[config.mk]
export PLATFORM = sky130hd
export DESIGN_NAME = gpi_debounce
export DESIGN_NICKNAME = d
export VERILOG_FILES = /design/src/rtl/gpi_debounce.sv
export SDC_FILE = /design/constraint.sdc
export NUM_CORES = 1
export LEC_CHECK = 0
export BUFFER_PORTS_ARGS = -buffer_cell sky130_fd_sc_hd__clkbuf_2
export CORE_ASPECT_RATIO = 0.9
export CORE_MARGIN = 1
export CORE_UTILIZATION = 62
export DETAILED_ROUTE_END_ITERATION = 16
export GPL_TIMING_DRIVEN = 0
export HOLD_SLACK_MARGIN = 0.1
export PLACE_DENSITY = 0.84
export SYNTH_ARGS = -nofsm -noshare
export SYNTH_HDL_FRONTEND = slang
export SYNTH_SLANG_ARGS = --single-unit
[constraint.sdc]
create_clock -name clk -period 4.4 [get_ports clk]
set_input_delay 1.1 -clock clk [delete_from_list [all_inputs] [get_ports clk]]
set_output_delay 1.1 -clock clk [all_outputs]
set_load 0.005 [all_outputs]
[src/rtl/gpi_debounce.sv]
// Input conditioning for the GPI block: two-flop synchroniser, shared tick prescaler,
// per-input debounce counters, edge-qualified interrupt with IE/IP/EDGE CSRs.
// Optional macro GPI_DEBOUNCE_BOTH_EDGES_EN adds a BOTH register at BASE_ADDR+3.
module gpi_debounce #(
    parameter logic [4:0]  BASE_ADDR      = 5'b0,
    parameter int unsigned NUM_GPIOS      = 8,
    parameter int unsigned PRESCALE       = 1000,
    parameter int unsigned DEBOUNCE_TICKS = 4
) (
    input  logic                 clk,
    input  logic                 rst,
    input  logic [4:0]           csr_a,
    input  logic [7:0]           csr_di,
    input  logic                 csr_we,
    output logic [7:0]           csr_do,
    input  logic [NUM_GPIOS-1:0] in,
    output logic [NUM_GPIOS-1:0] out,
    output logic                 irq
);

    localparam int unsigned PW = (PRESCALE > 1) ? $clog2(PRESCALE) : 1;
    localparam int unsigned CW = (DEBOUNCE_TICKS > 1) ? $clog2(DEBOUNCE_TICKS) : 1;
    localparam logic [PW-1:0] PRE_MAX = PW'(PRESCALE - 1);
    localparam logic [CW-1:0] CNT_MAX = CW'(DEBOUNCE_TICKS - 1);

    localparam logic [4:0] A_IE   = BASE_ADDR;
    localparam logic [4:0] A_IP   = BASE_ADDR + 5'd1;
    localparam logic [4:0] A_EDGE = BASE_ADDR + 5'd2;
    localparam logic [4:0] A_RSV  = BASE_ADDR + 5'd3;

    logic [NUM_GPIOS-1:0] sync1_q, sync1_d;
    logic [NUM_GPIOS-1:0] sync2_q, sync2_d;
    logic [PW-1:0]        pre_q, pre_d;
    logic [CW-1:0]        cnt_q [NUM_GPIOS];
    logic [CW-1:0]        cnt_d [NUM_GPIOS];
    logic [NUM_GPIOS-1:0] out_q, out_d;
    logic [NUM_GPIOS-1:0] ie_q, ie_d;
    logic [NUM_GPIOS-1:0] ip_q, ip_d;
    logic [NUM_GPIOS-1:0] edge_sel_q, edge_sel_d;
    logic [NUM_GPIOS-1:0] change, set_ip, w1c;
    logic                 tick;
`ifdef GPI_DEBOUNCE_BOTH_EDGES_EN
    logic [NUM_GPIOS-1:0] both_q, both_d;
`endif

    assign tick = (pre_q == PRE_MAX);

    always_comb begin
        sync1_d = in;
        sync2_d = sync1_q;
        pre_d   = tick ? '0 : pre_q + 1'b1;
        out_d   = out_q;
        for (int i = 0; i < int'(NUM_GPIOS); i++) begin
            cnt_d[i] = cnt_q[i];
            // Any cycle where the synchronised level agrees with out restarts the count.
            if (sync2_q[i] == out_q[i]) begin
                cnt_d[i] = '0;
            end else if (tick) begin
                if (cnt_q[i] == CNT_MAX) begin
                    out_d[i] = sync2_q[i];
                    cnt_d[i] = '0;
                end else begin
                    cnt_d[i] = cnt_q[i] + 1'b1;
                end
            end
        end
    end

    // Edges are qualified with the register values before this cycle's CSR write.
    always_comb begin
        change = out_d ^ out_q;
        set_ip = (change & out_d & ~edge_sel_q) | (change & ~out_d & edge_sel_q);
`ifdef GPI_DEBOUNCE_BOTH_EDGES_EN
        set_ip = set_ip | (change & both_q);
`endif
        w1c        = (csr_we && csr_a == A_IP) ? csr_di[NUM_GPIOS-1:0] : '0;
        ie_d       = (csr_we && csr_a == A_IE) ? csr_di[NUM_GPIOS-1:0] : ie_q;
        edge_sel_d = (csr_we && csr_a == A_EDGE) ? csr_di[NUM_GPIOS-1:0] : edge_sel_q;
        ip_d       = (ip_q & ~w1c) | set_ip;
`ifdef GPI_DEBOUNCE_BOTH_EDGES_EN
        both_d     = (csr_we && csr_a == A_RSV) ? csr_di[NUM_GPIOS-1:0] : both_q;
`endif
    end

    always_ff @(posedge clk or posedge rst) begin
        if (rst) begin
            sync1_q    <= '0;
            sync2_q    <= '0;
            pre_q      <= '0;
            out_q      <= '0;
            ie_q       <= '0;
            ip_q       <= '0;
            edge_sel_q <= '0;
            for (int i = 0; i < int'(NUM_GPIOS); i++) cnt_q[i] <= '0;
`ifdef GPI_DEBOUNCE_BOTH_EDGES_EN
            both_q     <= '0;
`endif
        end else begin
            sync1_q    <= sync1_d;
            sync2_q    <= sync2_d;
            pre_q      <= pre_d;
            out_q      <= out_d;
            ie_q       <= ie_d;
            ip_q       <= ip_d;
            edge_sel_q <= edge_sel_d;
            for (int i = 0; i < int'(NUM_GPIOS); i++) cnt_q[i] <= cnt_d[i];
`ifdef GPI_DEBOUNCE_BOTH_EDGES_EN
            both_q     <= both_d;
`endif
        end
    end

    always_comb begin
        csr_do = 8'h00;
        if (csr_a == A_IE)        csr_do = 8'(ie_q);
        else if (csr_a == A_IP)   csr_do = 8'(ip_q);
        else if (csr_a == A_EDGE) csr_do = 8'(edge_sel_q);
`ifdef GPI_DEBOUNCE_BOTH_EDGES_EN
        else if (csr_a == A_RSV)  csr_do = 8'(both_q);
`endif
    end

    assign out = out_q;
    assign irq = |(ip_q & ie_q);

endmodule

==> results of run 1 <==
==> synthesized netlist by cell type (2+ instances only) <==
cell type / number
nor2b_1: 10
and3b_1: 8
nor2_1: 17
xnor2_1: 9
mux2_1: 2
nand2_1: 3
a221oi_1: 7
o21ai_0: 3
mux2_2: 28
mux2_4: 2
nand4_2: 2
and3_1: 8
buf_6: 3
ha_1: 9
o31ai_1: 10
xor2_1: 2
a31oi_1: 8
nand3_1: 4
dfrtp_1: 74
clkbuf_1: 2
a21oi_1: 20
buf_4: 2
nor3_1: 8
buf_2: 7
a22oi_1: 4
or4_1: 2
or3_1: 3
inv_1: 9
o22ai_1: 8
nand4_1: 16
==> per-layer routing <==
metal	vias to the layer above	GRT usage, %	wire [um]	share of wire, %
met5	-	0	0	0
met4	0	12.9	152	2.0
met3	14	7.83	457	6.2
met2	78	44.9	3580	48
met1	1289	35.1	3240	44
li1	1248	-	-	-
==> sequential cells by signal, indices dropped and copies added (netlist names) <==
name and flops:
out 8, ip_q 8, pre_q 10, cnt_q 16
sync1_q 8, edge_sel_q 8, sync2_q 8, ie_q 8
==> path summary, 6_finish.rpt <==
kind	startpoint	to	slack, ns	cells after the start
max	csr_a[3]	csr_do[7]	0.76	6
min	sync1_q[6]	sync2_q[6]	0.35	0
max reg2reg	pre_q[0]	cnt_q[6]	2.42	5
min reg2reg	sync1_q[6]	sync2_q[6]	0.35	0
max in group asynchronous	rst	pre_q[1]	2.91	2
min in group asynchronous	rst	sync1_q[5]	0.91	2
==> where the power goes <==
group          internal, mW  switching (mW)
logic                0.0633          0.0712
clock network         0.280           0.257
registers             0.730          0.0409
==> kinds of logic (layout without fill, tap and decap cells) <==
kind of cell | after synthesis | in the layout
and+or+nand+nor | 92 | 92
DFF | 74 | 74
AOI/OAI and AO/OA | 62 | 62
adders and majority gates | 9 | 9
muxes | 32 | 32
buffers and inverters | 24 | 79
xor gates and xnor gates | 11 | 11
==> critical path: stages <==
cell      delay, ns
clkbuf_2       0.11
nor4_4         0.47
buf_2          0.31
a31oi_1        0.07
a211oi_1       0.29
clkbuf_2       0.17
==> per-stage QoR <==
step / cell area, sq um / setup slack, ns / std cells
6_report: 4050 / 0.762 / 426
2_1_floorplan: 3560 / 1.29 / 304
3_5_place_dp: 3840 / 0.782 / 410
4_1_cts: 4050 / 0.781 / 426
3_3_place_gp: 3840 / 0.618 / 410
5_1_grt: 4050 / 0.689 / 426
==> final cells by class <==
class / instances / area share, %
Timing Repair Buffer: 39 / 4.82
Buffer: 14 / 2.26
Multi-Input combinational cell: 206 / 39.1
Tap cell: 67 / 2.07
Sequential cell: 74 / 45.8
Inverter: 10 / 0.989
Clock inverter: 5 / 1.55
Clock buffer: 11 / 3.49
==> impl_summary.txt, run 1 <==
----------------------------------------------------
[Logic synthesis]
  Synth top area share ... 52.0%
  Async set or reset register ratio after synthesis ... 100%
  Largest family of logic cells by synthesized area ... simple AND/OR/NAND/NOR gates
  #FFs+latches synth ... 74
  Total standard cell area after synthesis ... 3560 sq um
  Proportion of synthesized chip area in sequential cells ... 52.0%
  EDFF count, synth ... 0
  Adder-Cell Fraction of Synth Area ... 3.16%
  Distinct cell type count after synthesis ... 44
  Top area cells in the synthesized netlist ... dfrtp_1 (52%), mux2_2 (8.9%), ha_1 (3.2%)
  Compound-cell area share of the yosys netlist ... 11.2%
  Post-Syn Instances ... 304
  Xor and xnor fraction of the mapped netlist area ... 2.71%
  Leading area contributor after synthesis ... dfrtp_1
  Yosys warnings ... 0
  Area share of and/or/nand/nor cells after synthesis ... 17.0%
  Synth Area per Inst ... 11.7 sq um
  Mapped Nets ... 337
  Share of cell area taken by muxes after synthesis ... 10.3%
  Prevailing post-synth register cell ... dfrtp_1

[Timing]
  Clk_skew ... 0.00814 ns
  Unrepaired setup endpoints after global routing ... false
  Final number of setup-violating endpoints ... 0
  Period Utilization, post-route ... 82.7%
  Sum of negative setup slack ... 0 ns
  Relative slew slack ... 41.2%
  Count of pins over their slew limit ... 0
  Worst Tran Pin Value ... 0.882 ns
  Fmax ... 275 MHz
  Hold Violations, Final ... 0
  Tmin final ... 3.64 ns
  Fin Hold WS ... 0.350 ns

[Worst setup path]
  Worst Setup End Kind ... primary output
  Arrival time reported for the critical path endpoint ... 2.54 ns
  Critical Path Start Type ... primary input
  Top fanout value on the critical path ... 10
  Critical path required time ... 3.30 ns
  Critical Setup Path Class ... primary input to primary output

[Global routing]
  Number of global-route vias before repair ... 2578
  Pin count of the biggest net entering global routing ... 75
  Total global-route track usage ... 28.0%
  Initial antenna violation count ... 0
  Gr ovfl total ... 0
  Wire length of the first global-routing pass ... 12.1 mm

[Place]
  Port Buffer Count ... 39
  Hpwl dp ... 5.06 mm
  Routability congestion estimate from global placement ... 0.880

[CTS]
  Total number of clock tree sinks ... 74
  Worst skew pair latency ... 0.36 ns
  Clock transition at path regs ... 0.07 ns
  Number of instances resized during post-cts repair ... 0
  Max Root-Sink Buffers ... 2
  Buffer type at the clock tree root ... clkbuf_8
  Clock tree from TritonCTS ... done
  CTS Hold Buffers Added ... 0
  TritonCTS Buffers ... 9
  H-tree depth ... 3
  Postcts setup bufs ... 0

[Final layout]
  Number of nets in the final layout ... 387
  Footprint of the flip-flops and latches ... 1850 sq um
  Final core occ ... 75.2%
  Ant. Diodes ... 0
  Area used by multi-input combinational logic ... 1580 sq um
  Share of layout cells above drive strength 1 ... 29.2%
  Syn-to-layout area delta ... 13.6%
  Number of fillers in the final layout ... 358
  Most frequent standard cell in the layout excluding fill and tap cells ... dfrtp_1
  Leading cell types in the layout, fill and taps excluded ... dfrtp_1 (74), clkbuf_2 (39), mux2_2 (28), a21oi_1 (20), nor2_1 (17)

[Status]
  Status ... complete, no violations

[Power]
  Total power ... 1.44 mW
  Peak supply drop ... 0.477 mV
  Pleak ... 1.96 nW
  Total power per unit cell area ... 357 nW/um^2

[Drt]
  Post-detailed-routing wire length ... 7.42 mm
  Post-route DRC violation count ... 0
  Overall via count from detail_route ... 2629
  Wire length per cell ... 17.4 um
  Via-per-instance ratio ... 6.17
  Iteration-0 DRC Markers ... 172
  Number of nets still failing antenna checks after routing ... 0
  Number of search-and-repair iterations in the first detailed-routing pass ... 4

[Die]
  Core area ... 5380 sq um
  Floorplan die height ... 73.9 um
  Starting density of the core ... 66.2%
  Total die area ... 6050 sq um
  Top Ports ... 41
  Horizontal extent of the die ... 81.9 um
  Standard-cell row count ... 25

[Hold path]
  Hold/Removal Path Class ... register to register

[Run]
  Max-cap violation count ... 0

----------------------------------------------------
No activity file was read; power rests on OpenSTA's default activity.
==> run 2, diff against run 1 <==
--- a/config.mk
+++ b/config.mk
@@ -5,14 +5,15 @@
 export SDC_FILE = /design/constraint.sdc
 export NUM_CORES = 1
 export LEC_CHECK = 0
+export ABC_AREA = 1
 export BUFFER_PORTS_ARGS = -buffer_cell sky130_fd_sc_hd__clkbuf_2
 export CORE_ASPECT_RATIO = 0.9
 export CORE_MARGIN = 1
-export CORE_UTILIZATION = 62
+export CORE_UTILIZATION = 58
 export DETAILED_ROUTE_END_ITERATION = 16
 export GPL_TIMING_DRIVEN = 0
 export HOLD_SLACK_MARGIN = 0.1
-export PLACE_DENSITY = 0.84
+export PLACE_DENSITY = 0.79
 export SYNTH_ARGS = -nofsm -noshare
 export SYNTH_HDL_FRONTEND = slang
 export SYNTH_SLANG_ARGS = --single-unit
==> constraint.sdc (replaced) <==
create_clock -name clk -period 3.4 [get_ports clk]
set_input_delay 0.85 -clock clk [delete_from_list [all_inputs] [get_ports clk]]
set_output_delay 0.85 -clock clk [all_outputs]
set_load 0.005 [all_outputs]
==> run 2 against run 1 <==
  * Hold slack lost 0.014 ns
  * Wire length grew 2.8%
  * Non-clock buffer count shrank 4
  * Setup slack lost 0.33 ns
  * Sequential cell count is the same
  * Design area grew 2.0%
  * Register-to-register slack lost 0.54 ns
  * Utilization shrank 7.3 points
  * Critical path type unchanged
  * Critical endpoint is now csr_do[4]
==> impl_summary.txt, run 2 <==
----------------------------------------------------
[Die]
  Horizontal extent of the die ... 85.5 um
  Total die area ... 6600 sq um
  Starting density of the core ... 59.9%
  Standard-cell row count ... 27
  Top Ports ... 41
  Floorplan die height ... 77.2 um
  Core area ... 6080 sq um

[Final layout]
  Final core occ ... 67.9%
  Number of flip-flops under the largest register name ... 16
  Top flop regs ... cnt_q x16, pre_q x10
  Syn-to-layout area delta ... 13.4%
  Ant. Diodes ... 0
  Number of nets in the final layout ... 516
  Share of layout cells above drive strength 1 ... 18.9%
  Register containing the most flip-flops in the final layout ... cnt_q
  Leading cell types in the layout, fill and taps excluded ... nand2_1 (140), dfrtp_1 (74), inv_1 (45), clkbuf_2 (39), nor2_1 (37)
  Most frequent standard cell in the layout excluding fill and tap cells ... nand2_1

[Drt]
  Number of nets still failing antenna checks after routing ... 0
  Overall via count from detail_route ... 3013
  Via-per-instance ratio ... 5.38
  Iteration-0 DRC Markers ... 228
  Number of search-and-repair iterations in the first detailed-routing pass ... 7
  Post-detailed-routing wire length ... 7.63 mm
  Wire length per cell ... 13.6 um
  Post-route DRC violation count ... 0

[Logic synthesis]
  #FFs+latches synth ... 74
  Prevailing post-synth register cell ... dfrtp_1
  Yosys warnings ... 0
  Leading area contributor after synthesis ... dfrtp_1
  Total standard cell area after synthesis ... 3640 sq um
  Synth top area share ... 50.9%
  EDFF count, synth ... 0
  Post-Syn Instances ... 432
  Distinct cell type count after synthesis ... 29
  Top area cells in the synthesized netlist ... dfrtp_1 (51%), nand2_1 (14%), inv_1 (4.7%)
  Synth Area per Inst ... 8.43 sq um
  Most frequent cells after synthesis ... nand2_1 (140), dfrtp_1 (74), inv_1 (46)
  Proportion of synthesized chip area in sequential cells ... 50.9%
  Async set or reset register ratio after synthesis ... 100%
  Mapped Nets ... 465
  Most common cell in the synthesized netlist ... nand2_1

[CTS]
  Max Root-Sink Buffers ... 2
  Worst skew pair latency ... 0.35 ns
  H-tree depth ... 3
  Number of instances resized during post-cts repair ... 0
  Buffer type at the clock tree root ... clkbuf_8
  CTS Hold Buffers Added ... 0
  Clock tree from TritonCTS ... done
  Clock transition at path regs ... 0.08 ns
  Total number of clock tree sinks ... 74
  TritonCTS Buffers ... 9
  Postcts setup bufs ... 0

[Global routing]
  Wire length of the first global-routing pass ... 12.9 mm
  Total global-route track usage ... 25.4%
  Pin count of the biggest net entering global routing ... 74
  Gr ovfl total ... 0
  Number of global-route vias before repair ... 2863
  Initial antenna violation count ... 0

[Timing]
  Clk_skew ... 0.00891 ns
  Tmin final ... 2.97 ns
  Hold Violations, Final ... 0
  Fin Hold WS ... 0.337 ns
  Fmax ... 337 MHz
  Worst Tran Pin Value ... 0.609 ns
  Count of pins over their slew limit ... 0
  Period Utilization, post-route ... 87.4%
  Relative slew slack ... 59.3%
  Final number of setup-violating endpoints ... 0
  Unrepaired setup endpoints after global routing ... false

[Worst setup path]
  Most used cell along the critical path ... clkbuf_2
  Critical Path Start Type ... primary input
  Worst Setup End Kind ... primary output
  Buffers & Inverters on Critical Path ... 2
  Master of the slowest instance on the critical path ... nor2_1
  Critical Setup Path Class ... primary input to primary output
  Top fanout value on the critical path ... 8
  Critical Path, Cell by Cell ... clkbuf_2 > or2_4 > nor2_1 > nand2_1 > o211ai_1 > clkbuf_2
  Arrival time reported for the critical path endpoint ... 2.12 ns
  Critical path required time ... 2.55 ns
  Critical path origin ... csr_a[1]
  Crit-path leading delay family ... simple AND/OR/NAND/NOR gates
  Start of the worst register-to-register path ... pre_q[0]
  Largest stage delay, worst path ... 0.49 ns

[Power]
  Peak supply drop ... 0.323 mV
  Total power per unit cell area ... 430 nW/um^2
  Pleak ... 2.19 nW

[Place]
  Port Buffer Count ... 39
  Hpwl dp ... 5.33 mm
  Routability congestion estimate from global placement ... 0.805

[Status]
  Status ... complete, no violations

[Hold path]
  Hold/Removal Path Class ... primary input to async pin

[Run]
  Max-cap violation count ... 0

----------------------------------------------------
==> run 2: changes by cell type after synthesis, moves of 9 or more <==
cell	delta
o21ai_0	+26
nor2_1	+20
nand2_1	+137
o31ai_1	-10
o211ai_1	+10
nand3_1	+27
a21oi_1	-18
nor2b_1	-10
xnor2_1	-9
inv_1	+37
mux2_2	-28
==> run 2: power breakdown <==
part	total [mW]	leakage (nW)	internal, mW	switching (mW)
Sequential	1.00	0.913	0.952	0.0486
Combinational	0.172	1.19	0.0629	0.109
Clock	0.601	0.0851	0.281	0.320
Total	1.77	2.19	1.30	0.477
==> run 2: cells by family after synthesis <==
| kind of cell | count (synthesis) | synth area share, % |
|---|---|---|
| fa+ha+maj | 9 | 3.09 |
| flops | 74 | 50.9 |
| compound gates | 52 | 9.55 |
| buf+inv | 58 | 7.18 |
| xor+xnor | 2 | 0.481 |
| simple gates | 237 | 28.8 |
==> run 2: final cells by class <==
cell class	instances	area (sq um)
Timing Repair Buffer	40	223
Inverter	49	188
Fill cell	514	1950
Multi-Input combinational cell	300	1530
Clock buffer	11	141
Tap cell	72	90.1
Clock inverter	5	30.0
Sequential cell	74	1850
Buffer	9	76.3
==> run 2: stage by stage <==
stage	TNS (ns)	total power, mW	worst slack (ns)	instances	cell area (sq um)
after floorplan	0	1.12	0.668	432	3640
after global placement	-14.61	1.18	-0.200	543	3930
after detailed placement	0	1.19	0.445	544	3960
after CTS	0	1.79	0.442	560	4130
after global routing	0	1.86	0.368	560	4130
final	0	1.77	0.430	560	4130
==> run 2: worst reg2reg max path, cell delays in order (launching register included) <==
cell      delay [ns]
dfrtp_1         0.41
ha_1            0.21
nand2_1         0.10
inv_1           0.11
nand2_1         0.10
nor2_4          0.18
buf_6           0.21
o211ai_2        0.10
nand2_1         0.07
==> run 2: worst paths after layout <==
path / endpoint / slack, ns / cells past startpoint
max in group asynchronous: sync1_q[7] / 2.55 / 3
hold / removal: sync1_q[0] / 0.34 / 2
min in group clk: sync2_q[4] / 0.35 / 0
setup / recovery: csr_do[4] / 0.43 / 6
hold reg to reg: sync2_q[4] / 0.35 / 0
setup reg to reg: ip_q[1] / 1.88 / 8
==> run 2: metal layers <==
layer  global-route usage (%)  share of wire [%]  vias up
met4                     6.50               0.93        0
met3                     6.78                5.7        9
met5                        0                  0        -
li1                         -                  -     1493
met2                     40.2                 45       95
met1                     34.8                 49     1416
==> run 3, diff against run 2 <==
--- a/config.mk
+++ b/config.mk
@@ -13,7 +13,7 @@
 export DETAILED_ROUTE_END_ITERATION = 16
 export GPL_TIMING_DRIVEN = 0
 export HOLD_SLACK_MARGIN = 0.1
-export PLACE_DENSITY = 0.79
+export PLACE_DENSITY_LB_ADDON = 0.2
 export SYNTH_ARGS = -nofsm -noshare
 export SYNTH_HDL_FRONTEND = slang
 export SYNTH_SLANG_ARGS = --single-unit
==> run 3 against run 2 <==
  * Critical path depth is the same
  * Sequential share of layout area fell by 0.15 points
  * Highest routed layer unchanged
  * Wire length up 2.6%
==> impl_summary.txt, run 3 (same netlist as run 2, synthesis figures left out) <==
----------------------------------------------------
[Final layout]
  Ant. Diodes ... 0
  Register containing the most flip-flops in the final layout ... cnt_q
  Number of fillers in the final layout ... 512
  Final Non-Filler Cells ... 559
  Footprint of the flip-flops and latches ... 1850 sq um
  Most frequent standard cell in the layout excluding fill and tap cells ... nand2_1
  Number of flip-flops under the largest register name ... 16
  Share of layout cells above drive strength 1 ... 18.5%
  Syn-to-layout area delta ... 13.7%
  Leading cell types in the layout, fill and taps excluded ... nand2_1 (140), dfrtp_1 (74), inv_1 (45), clkbuf_2 (39), nor2_1 (37)
  Area used by multi-input combinational logic ... 1530 sq um
  Top flop regs ... cnt_q x16, pre_q x10
  Number of nets in the final layout ... 516
  Final core occ ... 68.1%

[CTS]
  Max Root-Sink Buffers ... 2
  Clock tree from TritonCTS ... done
  Clock transition at path regs ... 0.07 ns
  TritonCTS Buffers ... 9
  Buffer type at the clock tree root ... clkbuf_8
  CTS Hold Buffers Added ... 0
  Number of instances resized during post-cts repair ... 0
  Worst skew pair latency ... 0.35 ns
  Postcts setup bufs ... 0
  H-tree depth ... 3
  Total number of clock tree sinks ... 74

[Worst setup path]
  Critical Path Start Type ... primary input
  Arrival time reported for the critical path endpoint ... 2.18 ns
  Worst Setup End Kind ... primary output
  Start of the worst register-to-register path ... pre_q[0]
  Endpoint of the lowest-slack register-to-register path ... pre_q[9]
  Critical Setup Path Class ... primary input to primary output
  Critical path required time ... 2.55 ns
  Register-to-register path setup slack ... 1.83 ns
  Top fanout value on the critical path ... 8
  Register-to-Register Path Depth ... 7

[Global routing]
  Wire length of the first global-routing pass ... 13.0 mm
  Number of global-route vias before repair ... 2856
  Initial antenna violation count ... 0
  Total global-route track usage ... 25.7%
  Gr ovfl total ... 0
  Pin count of the biggest net entering global routing ... 74

[Power]
  Pleak ... 2.20 nW
  Total power per unit cell area ... 442 nW/um^2
  Total power ... 1.83 mW
  Peak supply drop ... 0.295 mV

[Die]
  Starting density of the core ... 59.9%
  Total die area ... 6600 sq um
  Horizontal extent of the die ... 85.5 um
  Floorplan die height ... 77.2 um
  Standard-cell row count ... 27
  Top Ports ... 41
  Core area ... 6080 sq um

[Timing]
  Worst Tran Pin Value ... 0.635 ns
  Relative slew slack ... 57.5%
  Period Utilization, post-route ... 89.1%
  Final number of setup-violating endpoints ... 0
  Clk_skew ... 0.00594 ns
  Hold Violations, Final ... 0
  Fmax ... 330 MHz
  Unrepaired setup endpoints after global routing ... false
  Tmin final ... 3.03 ns
  Count of pins over their slew limit ... 0

[Hold path]
  Hold/Removal Path Class ... primary input to async pin

[Drt]
  Overall via count from detail_route ... 3075
  Iteration-0 DRC Markers ... 236
  Wire length per cell ... 14.0 um
  Number of nets still failing antenna checks after routing ... 0
  Number of search-and-repair iterations in the first detailed-routing pass ... 7
  Via-per-instance ratio ... 5.50
  Post-detailed-routing wire length ... 7.83 mm
  Post-route DRC violation count ... 0

[Status]
  Status ... complete, no violations

[Place]
  Port Buffer Count ... 39
  Routability congestion estimate from global placement ... 0.804
  Placed cell count ... 544
  Hpwl dp ... 5.37 mm

[Run]
  Max-cap violation count ... 0

----------------------------------------------------
-- run 3: metal layers --
layer	wire (um)	global-route usage (%)	part of all wire, %	up-vias
met5	0	0	0	-
met4	131	7.67	1.7	0
met3	476	6.67	6.1	18
met2	3700	42.1	47	107
met1	3520	33.7	45	1452
li1	-	-	-	1498
-- run 3: how the worst max path moves through the flow --
stage | cells after the start | slack [ns] | start | end
after floorplan | 1 | 0.67 | rst | cnt_q[0]
after global placement | 2 | -0.21 | rst | sync2_q[6]
after detailed placement | 6 | 0.44 | csr_a[1] | csr_do[7]
after CTS | 6 | 0.43 | csr_a[1] | csr_do[7]
after global routing | 6 | 0.33 | csr_a[1] | csr_do[7]
final | 6 | 0.37 | csr_a[1] | csr_do[0]
-- run 3: area by class of cell --
| type | instances | area share, % |
|---|---|---|
| flip-flops and latches | 74 | 44.7 |
| clock buffers | 12 | 3.50 |
| plain buffers | 9 | 1.84 |
| well taps | 72 | 2.18 |
| repair buffers | 40 | 5.38 |
| clock inverters | 3 | 0.967 |
| inverters | 49 | 4.53 |
| multi-input cells | 300 | 36.9 |
-- run 3: where the power goes --
group | switching (mW) | internal [mW]
Sequential | 0.0519 | 0.953
Combinational | 0.106 | 0.0628
Clock | 0.303 | 0.353
Total | 0.461 | 1.37
-- run 3: worst max-delay path, cell delays in order --
cell and delay [ns]:
clkbuf_2 0.10, or2_4 0.28, nor2_1 0.51, nand2_1 0.12
o211ai_1 0.16, clkbuf_2 0.16
-- run 3: through the flow --
stage	area [sq um]	worst slack (ns)	TNS [ns]	hold WS [ns]
4_1_cts	4140	0.432	0	0.332
3_3_place_gp	3930	-0.211	-15.29	0.332
5_1_grt	4140	0.334	0	0.324
2_1_floorplan	3640	0.668	0	0.331
3_5_place_dp	3960	0.436	0	0.335
6_report	4140	0.371	0	0.341
